===== config.mk =====
export PLATFORM = sky130hd
export DESIGN_NAME = pwm_multi_ch
export DESIGN_NICKNAME = d
export VERILOG_FILES = /design/src/rtl/pwm_pkg.sv /design/src/rtl/pwm_timebase.sv /design/src/rtl/pwm_multi_ch.sv
export SDC_FILE = /design/constraint.sdc
export NUM_CORES = 1
export LEC_CHECK = 0
export CAP_MARGIN = 25
export CORE_MARGIN = 2
export CORE_UTILIZATION = 45
export CTS_BUF_LIST = sky130_fd_sc_hd__clkbuf_8 sky130_fd_sc_hd__clkbuf_16
export CTS_CLUSTER_DIAMETER = 100
export DETAILED_ROUTE_END_ITERATION = 12
export PLACE_DENSITY = 0.75
export SLEW_MARGIN = 20
export SYNTH_ARGS = -nofsm -noshare
export SYNTH_HDL_FRONTEND = slang
export SYNTH_SLANG_ARGS = --single-unit

===== constraint.sdc =====
create_clock -name clk -period 6.2 [get_ports clk]
set_input_delay 0.93 -clock clk [delete_from_list [all_inputs] [get_ports clk]]
set_output_delay 0.93 -clock clk [all_outputs]
set_load 0.02 [all_outputs]

===== src/rtl/pwm_pkg.sv =====
// Shared types for the multi-channel PWM block: alignment mode and counter direction.
package pwm_pkg;

  typedef enum logic {PWM_EDGE, PWM_CENTER} pwm_mode_e;
  typedef enum logic {DIR_UP, DIR_DOWN} pwm_dir_e;

endpackage


===== src/rtl/pwm_timebase.sv =====
// Prescaled up/up-down timebase shared by all PWM channels; flags the period boundary tick.
module pwm_timebase
  import pwm_pkg::*;
#(
  parameter int WIDTH   = 8,
  parameter int PRESC_W = 8
) (
  input  logic               clk,
  input  logic               rst,
  input  logic               en,
  input  logic [PRESC_W-1:0] prescale,
  input  logic [WIDTH-1:0]   period,
  input  pwm_mode_e          mode,
  output logic               tick,
  output logic               boundary,
  output logic [WIDTH-1:0]   cnt,
  output pwm_dir_e           dir
);

  logic [PRESC_W-1:0] presc_cnt;
  logic [PRESC_W-1:0] presc_next;
  logic [WIDTH-1:0]   cnt_next;
  pwm_dir_e           dir_next;

  always_comb begin
    tick       = en && (presc_cnt == prescale);
    presc_next = (tick || !en) ? '0 : presc_cnt + 1'b1;
    cnt_next   = cnt;
    dir_next   = dir;
    boundary   = 1'b0;
    if (!en) begin
      cnt_next = '0;
      dir_next = DIR_UP;
    end else if (tick) begin
      if (mode == PWM_EDGE) begin
        if (cnt >= period) boundary = 1'b1;
        else               cnt_next = cnt + 1'b1;
      end else if (dir == DIR_UP) begin
        // Periods of 0 or 1 have no down leg; the top of the ramp ends the period.
        if (cnt >= period) begin
          if (period <= WIDTH'(1)) begin
            boundary = 1'b1;
          end else begin
            cnt_next = period - 1'b1;
            dir_next = DIR_DOWN;
          end
        end else begin
          cnt_next = cnt + 1'b1;
        end
      end else begin
        if (cnt <= WIDTH'(1)) boundary = 1'b1;
        else                  cnt_next = cnt - 1'b1;
      end
      if (boundary) begin
        cnt_next = '0;
        dir_next = DIR_UP;
      end
    end
  end

  always_ff @(posedge clk or posedge rst) begin
    if (rst) begin
      presc_cnt <= '0;
      cnt       <= '0;
      dir       <= DIR_UP;
    end else begin
      presc_cnt <= presc_next;
      cnt       <= cnt_next;
      dir       <= dir_next;
    end
  end

endmodule


===== src/rtl/pwm_multi_ch.sv =====
// Multi-channel PWM: double-buffered period/duty/mode, per-channel compare and polarity.
module pwm_multi_ch
  import pwm_pkg::*;
#(
  parameter int NUM_CH  = 4,
  parameter int WIDTH   = 8,
  parameter int PRESC_W = 8
) (
  input  logic                    clk,
  input  logic                    rst,
  input  logic                    en,
  input  logic [PRESC_W-1:0]      prescale,
  input  logic [WIDTH-1:0]        period,
  input  logic [NUM_CH*WIDTH-1:0] duty,
  input  logic                    center,
  input  logic [NUM_CH-1:0]       invert,
  input  logic                    load,
  output logic                    update_pending,
  output logic                    period_end,
  output logic [NUM_CH-1:0]       pwm
);

  logic [WIDTH-1:0]        stg_period, act_period;
  logic [NUM_CH*WIDTH-1:0] stg_duty, act_duty;
  pwm_mode_e               stg_mode, act_mode, in_mode;
  logic                    tick, boundary, apply_now;
  logic [WIDTH-1:0]        cnt;
  pwm_dir_e                dir;
  logic [NUM_CH-1:0]       raw;

  assign in_mode = pwm_mode_e'(center);

  pwm_timebase #(.WIDTH(WIDTH), .PRESC_W(PRESC_W)) u_timebase (
    .clk      (clk),
    .rst      (rst),
    .en       (en),
    .prescale (prescale),
    .period   (act_period),
    .mode     (act_mode),
    .tick     (tick),
    .boundary (boundary),
    .cnt      (cnt),
    .dir      (dir)
  );

  // Active values only change where the counter restarts at 0/up, so no runt pulses.
  assign apply_now = boundary || !en;

  always_ff @(posedge clk or posedge rst) begin
    if (rst) begin
      stg_period     <= '0;
      stg_duty       <= '0;
      stg_mode       <= PWM_EDGE;
      act_period     <= '0;
      act_duty       <= '0;
      act_mode       <= PWM_EDGE;
      update_pending <= 1'b0;
    end else if (load) begin
      stg_period <= period;
      stg_duty   <= duty;
      stg_mode   <= in_mode;
      if (apply_now) begin
        act_period     <= period;
        act_duty       <= duty;
        act_mode       <= in_mode;
        update_pending <= 1'b0;
      end else begin
        update_pending <= 1'b1;
      end
    end else if (update_pending && apply_now) begin
      act_period     <= stg_period;
      act_duty       <= stg_duty;
      act_mode       <= stg_mode;
      update_pending <= 1'b0;
    end
  end

  for (genvar i = 0; i < NUM_CH; i++) begin : g_cmp
    assign raw[i] = cnt < act_duty[i*WIDTH +: WIDTH];
  end

  always_ff @(posedge clk or posedge rst) begin
    if (rst) begin
      period_end <= 1'b0;
      pwm        <= '0;
    end else begin
      period_end <= tick && boundary;
      pwm        <= en ? (raw ^ invert) : invert;
    end
  end

endmodule


==> results of run 1 <==
synthesized netlist by cell type (all sizes together) (10+ instances only):
library cell and count:
a211oi 14, clkbuf 15, xor2 16, mux2 82
inv 43, xnor2 10, ha 42, dfrtp 105
nand3 15, nor2 24, nand2 18, o21ai 14
per-layer routing:
metal,up-vias,routed length [um]
li1,1899,-
met1,1990,5180
met2,130,5543
met3,15,573
met4,0,202
met5,-,0
kinds of logic (layout without fill, tap and decap cells):
kind of cell    count (synthesis)  count (layout)  share of synthesized area
flops                         105             105                     0.4604
xor+xnor                       26              26                    0.03990
compound gates                 74              74                    0.08989
mux                            88              88                     0.1723
buf+inv                        62             125                    0.04604
simple gates                  104             104                    0.09932
fa+ha+maj                      42              42                    0.09208
state kept, by name, summed over array words and instances (netlist names):
register,cells
stg_mode,1
stg_period,8
period_end,1
pwm,4
act_duty,32
u_timebase.presc_cnt,8
stg_duty,32
act_period,8
u_timebase.dir,1
update_pending,1
act_mode,1
u_timebase.cnt,8
cells in the final DEF (no fill, tap or decap), drive strengths merged, types with 4 or more instances in the layout:
cell type      Yosys  layout
nor2              24      24
and3               7       7
o211ai             4       4
xnor2             10      10
buf                4       5
or4                4       4
or3b               4       4
dfrtp            105     105
mux2i              6       6
a211oi            14      14
nor4               6       6
o22ai              4       4
clkbuf            15      10
o21ai             14      14
mux2              82      82
nand3             15      15
ha                42      42
nand2b             6       6
nand4              5       5
a21oi              9       9
inv               43      45
clkdlybuf4s50      0      61
xor2              16      16
nand2             18      18
a21o               9       9
nor3               6       6
critical path: stages:
cell	delay [ns]
clkdlybuf4s50_1	0.42
xor2_1	0.17
nor4_1	0.46
a21oi_1	0.35
nor3_4	0.72
buf_4	0.47
mux2_1	0.37
per-stage QoR:
| step | hold slack, ns | std cells |
|---|---|---|
| finish | 0.4869 | 736 |
| CTS | 0.4925 | 736 |
| floorplan | 0.4581 | 501 |
| global route | 0.4989 | 736 |
| detailed placement | 0.4760 | 720 |
| global placement | 0.4689 | 720 |
how the worst min path moves through the flow:
| stage | startpoint | endpoint | cells after the start |
|---|---|---|---|
| floorplan | act_duty[10] | act_duty[10] | 1 |
| global placement | act_duty[1] | act_duty[1] | 1 |
| detailed placement | act_duty[3] | act_duty[3] | 1 |
| CTS | act_duty[3] | act_duty[3] | 1 |
| global route | act_duty[3] | act_duty[3] | 1 |
| finish | act_duty[2] | act_duty[2] | 1 |
final cells by class:
type | instances | area (um^2)
clock buffers | 10 | 239.0
fillers | 1103 | 5744
repair buffers | 66 | 645.6
well taps | 172 | 215.2
multi-input cells | 334 | 2816
clock inverters | 6 | 65.06
flip-flops and latches | 105 | 2628
inverters | 43 | 163.9
power breakdown:
group | internal, uW | switching [uW]
Combinational | 434 | 433
Clock | 326 | 250
Sequential | 842 | 170
Total | 1600 | 853
==> out/results.ini, run 1 <==
[outcome]
run_status=finished, final reports clean

[worst_setup_path]
reg2reg_slack_ns=2.52
endpoint=act_duty[13]
arrival_ns=3.91
r2r_cells=7
crit_path_start_kind=input port
setup.worst_path.start=prescale[5]
crit_required_ns=6.42
critPathMaxFanout=27
end_kind=flop
rr_endpoint=act_duty[13]
reg2reg_from=u_timebase.cnt[3]
worstSetupPathType=in -> reg

[synth]
ys_async_sr_fraction=1.000
yosys_warnings=0
synth_flop_cell=dfrtp_1
synth_top_cell_area_share=0.4604
synth_area_leaders=dfrtp_1 46%, mux2_2 9.5%, ha_1 9.2%
synth_cell_type_count=48
synthesis.area_um2=5707
synth_fp_nets=600
syn_area_per_cell_um2=11.39
synthCells=501
yosys_register_bits=105
synth_enable_flop_cells=0
ys_seq_area_frac=0.4604
yosys.area.top_type=dfrtp_1

[die]
start_util=0.4559
design.core.area_um2=12520
die_area_um2=13600
die_h_um=116.6
io_pins=63
rows=41
die_w_um=116.6

[cells_and_area]
final_util=0.5411
fin_area_um2=6773
nets=658
drive_gt1_frac=0.1418
antennaDiodeCount=0
syn_to_final_growth_pct=18.68

[global_route]
gr-usage-all-layers=0.1854
grt-ovfl-total=0
grt_pass1_wl_um=19730
grtUsageMet1=0.2395
use_met2=0.3147
antenna_found_initial=0
grt_max_degree=58
grt_pass1_vias=4216
globalRouteMet3Util=0.03062
grt_busiest_layer=met2

[drt]
first_pass_iters=5
drt-initial-drc-count=219
via_count=4034
routedWlPerCell_um=15.62
ant_nets=0
wl_um=11500
drc=0
viasPerCell=5.481

[min_path]
hp-class=reg -> reg

[place]
routabilityCongestion=0.9428
io_buffers=62
place_area_um2=6469
place_ws_ns=2.093
dp_hpwl_um=8138

[clocking]
cts_resized=0
ctsHoldBuffers=0
clk_path_buf_depth=2
clock_latency_ns=0.34
cts_tree=yes
cts-root-buf=clkbuf_16
clk_pin_slew_worst_paths_ns=0.07
cts_buffers=9
postCtsSetupBuffers=0
htreeDepth=3
cts_sinks=105

[job]
cap_violations=0

[power_and_ir_drop]
total_power_uw=2454
powerDensity_nw_per_um2=362.4
p_leak_uw=0.003098
ir_drop_uv=198.9

[sta]
setup_viol=0
tns_ns=0
fin_crit_ns=3.693
final.period_utilization=0.5957
setup_ws_ns=2.507
max_freq_mhz=270.8
relSlewSlack=0.4813
rsz0062_at_grt=no
hold_viol=0
maxSlewViolCount=0
fin_skew_ns=0.006045
worst_pin_slew_ns=0.7780

No activity file was read; power rests on OpenSTA's default activity.
==> run 2: changes to the inputs <==
==> constraint.sdc (replaced) <==
create_clock -name clk -period 3.58 [get_ports clk]
set_input_delay 0.537 -clock clk [delete_from_list [all_inputs] [get_ports clk]]
set_output_delay 0.537 -clock clk [all_outputs]
set_load 0.02 [all_outputs]
==> out/results.ini, run 2 (synthesis results as in run 1) <==
[outcome]
run_status=finished, final reports clean  ; unchanged

[worst_setup_path]
r2r_cells=7  ; unchanged
arrival_ns=3.40  ; was 3.91 ns
worstSetupPathType=reg -> reg  ; was in -> reg
crit_required_ns=3.80  ; was 6.42 ns
rr_endpoint=act_duty[24]  ; was act_duty[13]
end_kind=flop  ; unchanged
reg2reg_from=act_period[2]  ; was u_timebase.cnt[3]
crit_path_start_kind=flop  ; was input port
critPathMaxFanout=30  ; was 27
reg2reg_slack_ns=0.39  ; was 2.52 ns

[place]
io_buffers=62  ; unchanged
dp_hpwl_um=8643  ; was 8138 um
routabilityCongestion=0.9370  ; was 0.9428
place_area_um2=6561  ; was 6469 um^2

[clocking]
cts_sinks=105  ; unchanged
htreeDepth=3  ; unchanged
clk_path_buf_depth=2  ; unchanged
ctsHoldBuffers=0  ; unchanged
clk_pin_slew_worst_paths_ns=0.08  ; was 0.07 ns
cts_buffers=9  ; unchanged
postCtsSetupBuffers=0  ; unchanged
cts_tree=yes  ; unchanged
clock_latency_ns=0.34  ; about the same
cts-root-buf=clkbuf_16  ; unchanged
cts_resized=0  ; unchanged

[power_and_ir_drop]
p_sw_frac=0.3593  ; was 0.3477
p_comb_frac=0.387  ; was 0.353
seqPwrFrac=0.390  ; was 0.412
p_int_uw=2734  ; was 1601 uW
total_power_uw=4268  ; was 2454 uW
p_sw_uw=1533  ; was 853.2 uW
power_frac_clock=0.223  ; was 0.234
ir_drop_uv=294.4  ; was 198.9 uV
powerDensity_nw_per_um2=623.1  ; was 362.4 nW/um^2
p_leak_uw=0.003135  ; was 0.003098 uW

[sta]
setup_viol=0  ; unchanged
max_freq_mhz=313.9
maxSlewViolCount=0  ; unchanged
fin_crit_ns=3.185
final.period_utilization=0.8897
relSlewSlack=0.4981  ; was 0.4813
tns_ns=0  ; unchanged
hold_viol=0  ; unchanged
worst_pin_slew_ns=0.7529  ; was 0.7780 ns
rsz0062_at_grt=no  ; unchanged
fin_skew_ns=0.01085  ; was 0.006045 ns

[drt]
via_count=3992  ; was 4,034
first_pass_iters=5  ; unchanged
viasPerCell=5.358  ; was 5.481
routedWlPerCell_um=16.11  ; was 15.62 um
wl_um=12010  ; was 11,500 um
drt-initial-drc-count=228  ; was 219
ant_nets=0  ; unchanged
drc=0  ; unchanged

[die]
design.core.area_um2=12520  ; unchanged
rows=41  ; unchanged
start_util=0.4559  ; unchanged
die_w_um=116.6  ; unchanged
die_h_um=116.6  ; unchanged
die_area_um2=13600  ; unchanged
io_pins=63  ; unchanged

[global_route]
grt_max_degree=61  ; was 58
grt_pass1_wl_um=19960  ; was 19,730 um
antenna_found_initial=0  ; unchanged
grt-ovfl-total=0  ; unchanged
gr-usage-all-layers=0.1860  ; was 0.1854
grt_pass1_vias=4242  ; was 4,216

[cells_and_area]
fill_cells=1096  ; was 1,103
reg_top3=act_duty x32, stg_duty x32  ; unchanged
fin_area_um2=6849  ; was 6773 um^2
layout_commonest_cell=dfrtp_1  ; unchanged
nets=667  ; was 658
antennaDiodeCount=0  ; unchanged
syn_to_final_growth_pct=20.02  ; was 18.68%
multiInputGateArea_um2=2816  ; unchanged
final-seq-area_um2=2628  ; unchanged
final_cell_mix=105 x dfrtp_1, 61 x clkdlybuf4s50_1, 48 x mux2_2, 42 x inv_1, 42 x ha_1  ; unchanged
drive_gt1_frac=0.1553  ; was 0.1418

[min_path]
min_from=act_duty[29]  ; was act_duty[2]
hold_depth=1  ; unchanged
hp-class=reg -> reg  ; unchanged
whs_endpoint=act_duty[29]  ; was act_duty[2]

[job]
cap_violations=0  ; unchanged

==> run 2: cell types whose count changed in the layout (fill, tap and decap cells not counted), sizes merged <==
cell      delta
clkbuf       -1
bufinv       -1
clkinvlp     +2
clkinv       -1
inv          +1
buf          +9
==> run 2: how the worst max path moves through the flow <==
| stage | slack [ns] | endpoint | from |
|---|---|---|---|
| floorplan | 0.28 | act_duty[0] | rst |
| CTS | 0.38 | act_duty[24] | act_period[2] |
| detailed placement | 0.31 | act_duty[13] | prescale[5] |
| global placement | 0.39 | act_duty[15] | prescale[5] |
| global route | 0.29 | act_duty[0] | act_period[2] |
| finish | 0.39 | act_duty[24] | act_period[2] |
==> run 2: routing by layer <==
layer  part of all wire  vias to the layer above  global-route usage
li1                   -                     1923                   -
met1               0.44                     1904              0.2378
met2               0.49                      145              0.3233
met5                  0                        -                   0
met3              0.061                       20             0.03269
met4              0.015                        0             0.05725
==> run 2: critical path: stages (launching register included) <==
cell,delay (ns)
dfrtp_1,0.43
or4_4,0.57
or4_4,0.51
o21ai_2,0.17
a21oi_1,0.14
nor3_4,0.59
buf_12,0.29
mux2_1,0.36
==> run 2: area by class of cell <==
class | instances | share of cell area
Clock buffer | 9 | 0.03288
Clock inverter | 7 | 0.009134
Timing Repair Buffer | 75 | 0.1078
Tap cell | 172 | 0.03142
Inverter | 43 | 0.02393
Multi-Input combinational cell | 334 | 0.4112
Sequential cell | 105 | 0.3836
==> run 2: through the flow <==
step	setup slack [ns]	hold WS (ns)	util	std cells
2_1_floorplan	0.2825	0.4581	-	501
3_3_place_gp	0.3886	0.4696	0.5242	729
3_5_place_dp	0.3098	0.4752	0.5242	729
4_1_cts	0.3807	0.4911	0.5472	745
5_1_grt	0.2893	0.5071	0.5472	745
6_report	0.3947	0.4879	0.5472	745
==> run 2: power groups by stage <==
stage	clock network (uW)	logic [uW]	registers (uW)
after floorplan	0	1160	1650
after global placement	0	1550	1670
after detailed placement	0	1620	1690
after CTS	968	1650	1670
after global routing	1010	1840	1710
final	952	1650	1660
==> run 3: changes to the inputs <==
--- a/config.mk
+++ b/config.mk
@@ -11,7 +11,7 @@
 export CTS_BUF_LIST = sky130_fd_sc_hd__clkbuf_8 sky130_fd_sc_hd__clkbuf_16
 export CTS_CLUSTER_DIAMETER = 100
 export DETAILED_ROUTE_END_ITERATION = 12
-export PLACE_DENSITY = 0.75
+export PLACE_DENSITY_LB_ADDON = 0.3
 export SLEW_MARGIN = 20
 export SYNTH_ARGS = -nofsm -noshare
 export SYNTH_HDL_FRONTEND = slang
==> out/results.ini, run 3 (synthesis results as in run 1) <==
[outcome]
run_status=finished, final reports clean  ; unchanged

[place]
place_area_um2=6556  ; was 6561 um^2
dp_hpwl_um=8555  ; was 8643 um
routabilityCongestion=0.9029  ; was 0.9370
io_buffers=62  ; unchanged

[cells_and_area]
fin_area_um2=6874  ; was 6849 um^2
syn_to_final_growth_pct=20.46  ; was 20.02%
antennaDiodeCount=0  ; unchanged
final_cell_mix=105 x dfrtp_1, 61 x clkdlybuf4s50_1, 48 x mux2_2, 43 x inv_1, 42 x ha_1  ; was 105 x dfrtp_1, 61 x clkdlybuf4s50_1, 48 x mux2_2, 42 x inv_1, 42 x ha_1
layout_commonest_cell=dfrtp_1  ; unchanged
nets=668  ; was 667
reg_top3=act_duty x32, stg_duty x32  ; unchanged
drive_gt1_frac=0.1536  ; was 0.1553

[worst_setup_path]
r2r_cells=8  ; was 7
reg2reg_slack_ns=0.51  ; was 0.39 ns
reg2reg_from=act_period[0]  ; was act_period[2]
setup.worst_path.start=act_period[0]  ; was act_period[2]
end_kind=flop  ; unchanged
rr_endpoint=u_timebase.cnt[2]  ; was act_duty[24]
arrival_ns=3.34  ; was 3.40 ns
crit_required_ns=3.84  ; was 3.80 ns
critPathMaxFanout=10  ; was 30
crit_path_start_kind=flop  ; unchanged
worstSetupPathType=reg -> reg  ; unchanged

[clocking]
cts_buffers=9  ; unchanged
cts-root-buf=clkbuf_16  ; unchanged
clk_path_buf_depth=2  ; unchanged
postCtsSetupBuffers=0  ; unchanged
clock_latency_ns=0.35  ; was 0.34 ns
htreeDepth=3  ; unchanged
cts_tree=yes  ; unchanged
cts_sinks=105  ; unchanged
cts_resized=0  ; unchanged
clk_pin_slew_worst_paths_ns=0.07  ; was 0.08 ns
ctsHoldBuffers=0  ; unchanged

[sta]
tns_ns=0  ; unchanged
relSlewSlack=0.4606  ; was 0.4981
rsz0062_at_grt=no  ; unchanged
maxSlewViolCount=0  ; unchanged
final.period_utilization=0.8583  ; was 0.8897
fin_crit_ns=3.073  ; was 3.185 ns
setup_viol=0  ; unchanged
max_freq_mhz=325.4  ; was 313.9 MHz
worst_pin_slew_ns=0.7887  ; was 0.7529 ns
fin_skew_ns=0.007486  ; was 0.01085 ns
hold_viol=0  ; unchanged

[job]
cap_violations=0  ; unchanged

[drt]
drt-initial-drc-count=202  ; was 228
ant_nets=0  ; unchanged
wl_um=11710  ; was 12,010 um
first_pass_iters=4  ; was 5
routedWlPerCell_um=15.72  ; was 16.11 um
viasPerCell=5.408  ; was 5.358
via_count=4029  ; was 3,992
drc=0  ; unchanged

[die]
rows=41  ; unchanged
start_util=0.4559  ; unchanged
die_w_um=116.6  ; unchanged
io_pins=63  ; unchanged
design.core.area_um2=12520  ; unchanged
die_area_um2=13600  ; unchanged
die_h_um=116.6  ; unchanged

[power_and_ir_drop]
p_sw_frac=0.3433  ; was 0.3593
p_int_uw=2861  ; was 2734 uW
powerDensity_nw_per_um2=633.7  ; was 623.1 nW/um^2
ir_drop_uv=345.7  ; was 294.4 uV
p_leak_uw=0.003163  ; was 0.003135 uW
total_power_uw=4356  ; was 4268 uW
power_frac_clock=0.243  ; was 0.223
p_sw_uw=1496  ; was 1533 uW
p_comb_frac=0.371  ; was 0.387
seqPwrFrac=0.386  ; was 0.390

[global_route]
grt_max_degree=64  ; was 61
grt_pass1_wl_um=19650  ; was 19,960 um
grt-ovfl-total=0  ; unchanged
gr-usage-all-layers=0.1866  ; was 0.1860
antenna_found_initial=0  ; unchanged
grt_pass1_vias=4090  ; was 4,242

[min_path]
min_from=act_duty[31]  ; was act_duty[29]
hp-class=reg -> reg  ; unchanged
hold_depth=1  ; unchanged
whs_endpoint=act_duty[31]  ; was act_duty[29]

run 3: changes by cell type in the layout (fill, tap and decap cells not counted):
cell	change
buf_12	-1
buf_4	+2
bufinv_16	+2
clkinvlp_4	-3
inv_1	+1
inv_8	-1
run 3: power by group through the flow:
stage,Sequential (uW),Clock [uW],Combinational (uW)
after detailed placement,1710,0,1590
after global placement,1700,0,1540
after global routing,1730,1130,1810
after floorplan,1650,0,1160
final,1680,1060,1620
after CTS,1690,1080,1620
run 3: how the worst max path moves through the flow:
| stage | endpoint | cells past startpoint |
|---|---|---|
| final | u_timebase.cnt[2] | 8 |
| after detailed placement | u_timebase.cnt[2] | 8 |
| after global placement | u_timebase.cnt[2] | 8 |
| after global routing | u_timebase.cnt[2] | 8 |
| after floorplan | act_duty[0] | 1 |
| after CTS | u_timebase.cnt[2] | 8 |
run 3: cell type report:
| class | count | area [um^2] |
|---|---|---|
| Clock inverter | 6 | 92.59 |
| Inverter | 43 | 163.9 |
| Clock buffer | 9 | 225.2 |
| Sequential cell | 105 | 2628 |
| Tap cell | 172 | 215.2 |
| Fill cell | 1140 | 5643 |
| Timing Repair Buffer | 76 | 733.2 |
| Multi-Input combinational cell | 334 | 2816 |
run 3: layer usage:
| metal | share of wire | vias to the layer above | global-route usage |
|---|---|---|---|
| met2 | 0.48 | 113 | 0.3155 |
| met4 | 0.019 | 0 | 0.06980 |
| met5 | 0 | - | 0 |
| li1 | - | 1920 | - |
| met1 | 0.45 | 1979 | 0.2423 |
| met3 | 0.048 | 17 | 0.03062 |
run 3: per-stage QoR:
stage,hold slack [ns],setup WS (ns),util,instances
floorplan,0.4581,0.2825,-,501
global placement,0.4695,0.5274,0.5238,730
detailed placement,0.4747,0.5325,0.5238,730
CTS,0.4941,0.6476,0.5492,745
global route,0.5090,0.3576,0.5492,745
finish,0.4865,0.5072,0.5492,745
run 3: critical path: stages (launching register included):
cell and delay (ns):
dfrtp_1 0.44, ha_1 0.31, nand2b_1 0.14, a2111oi_0 0.73, o31ai_1 0.21, buf_4 0.21
a211oi_1 0.55, o21ai_0 0.19, o21ai_0 0.19
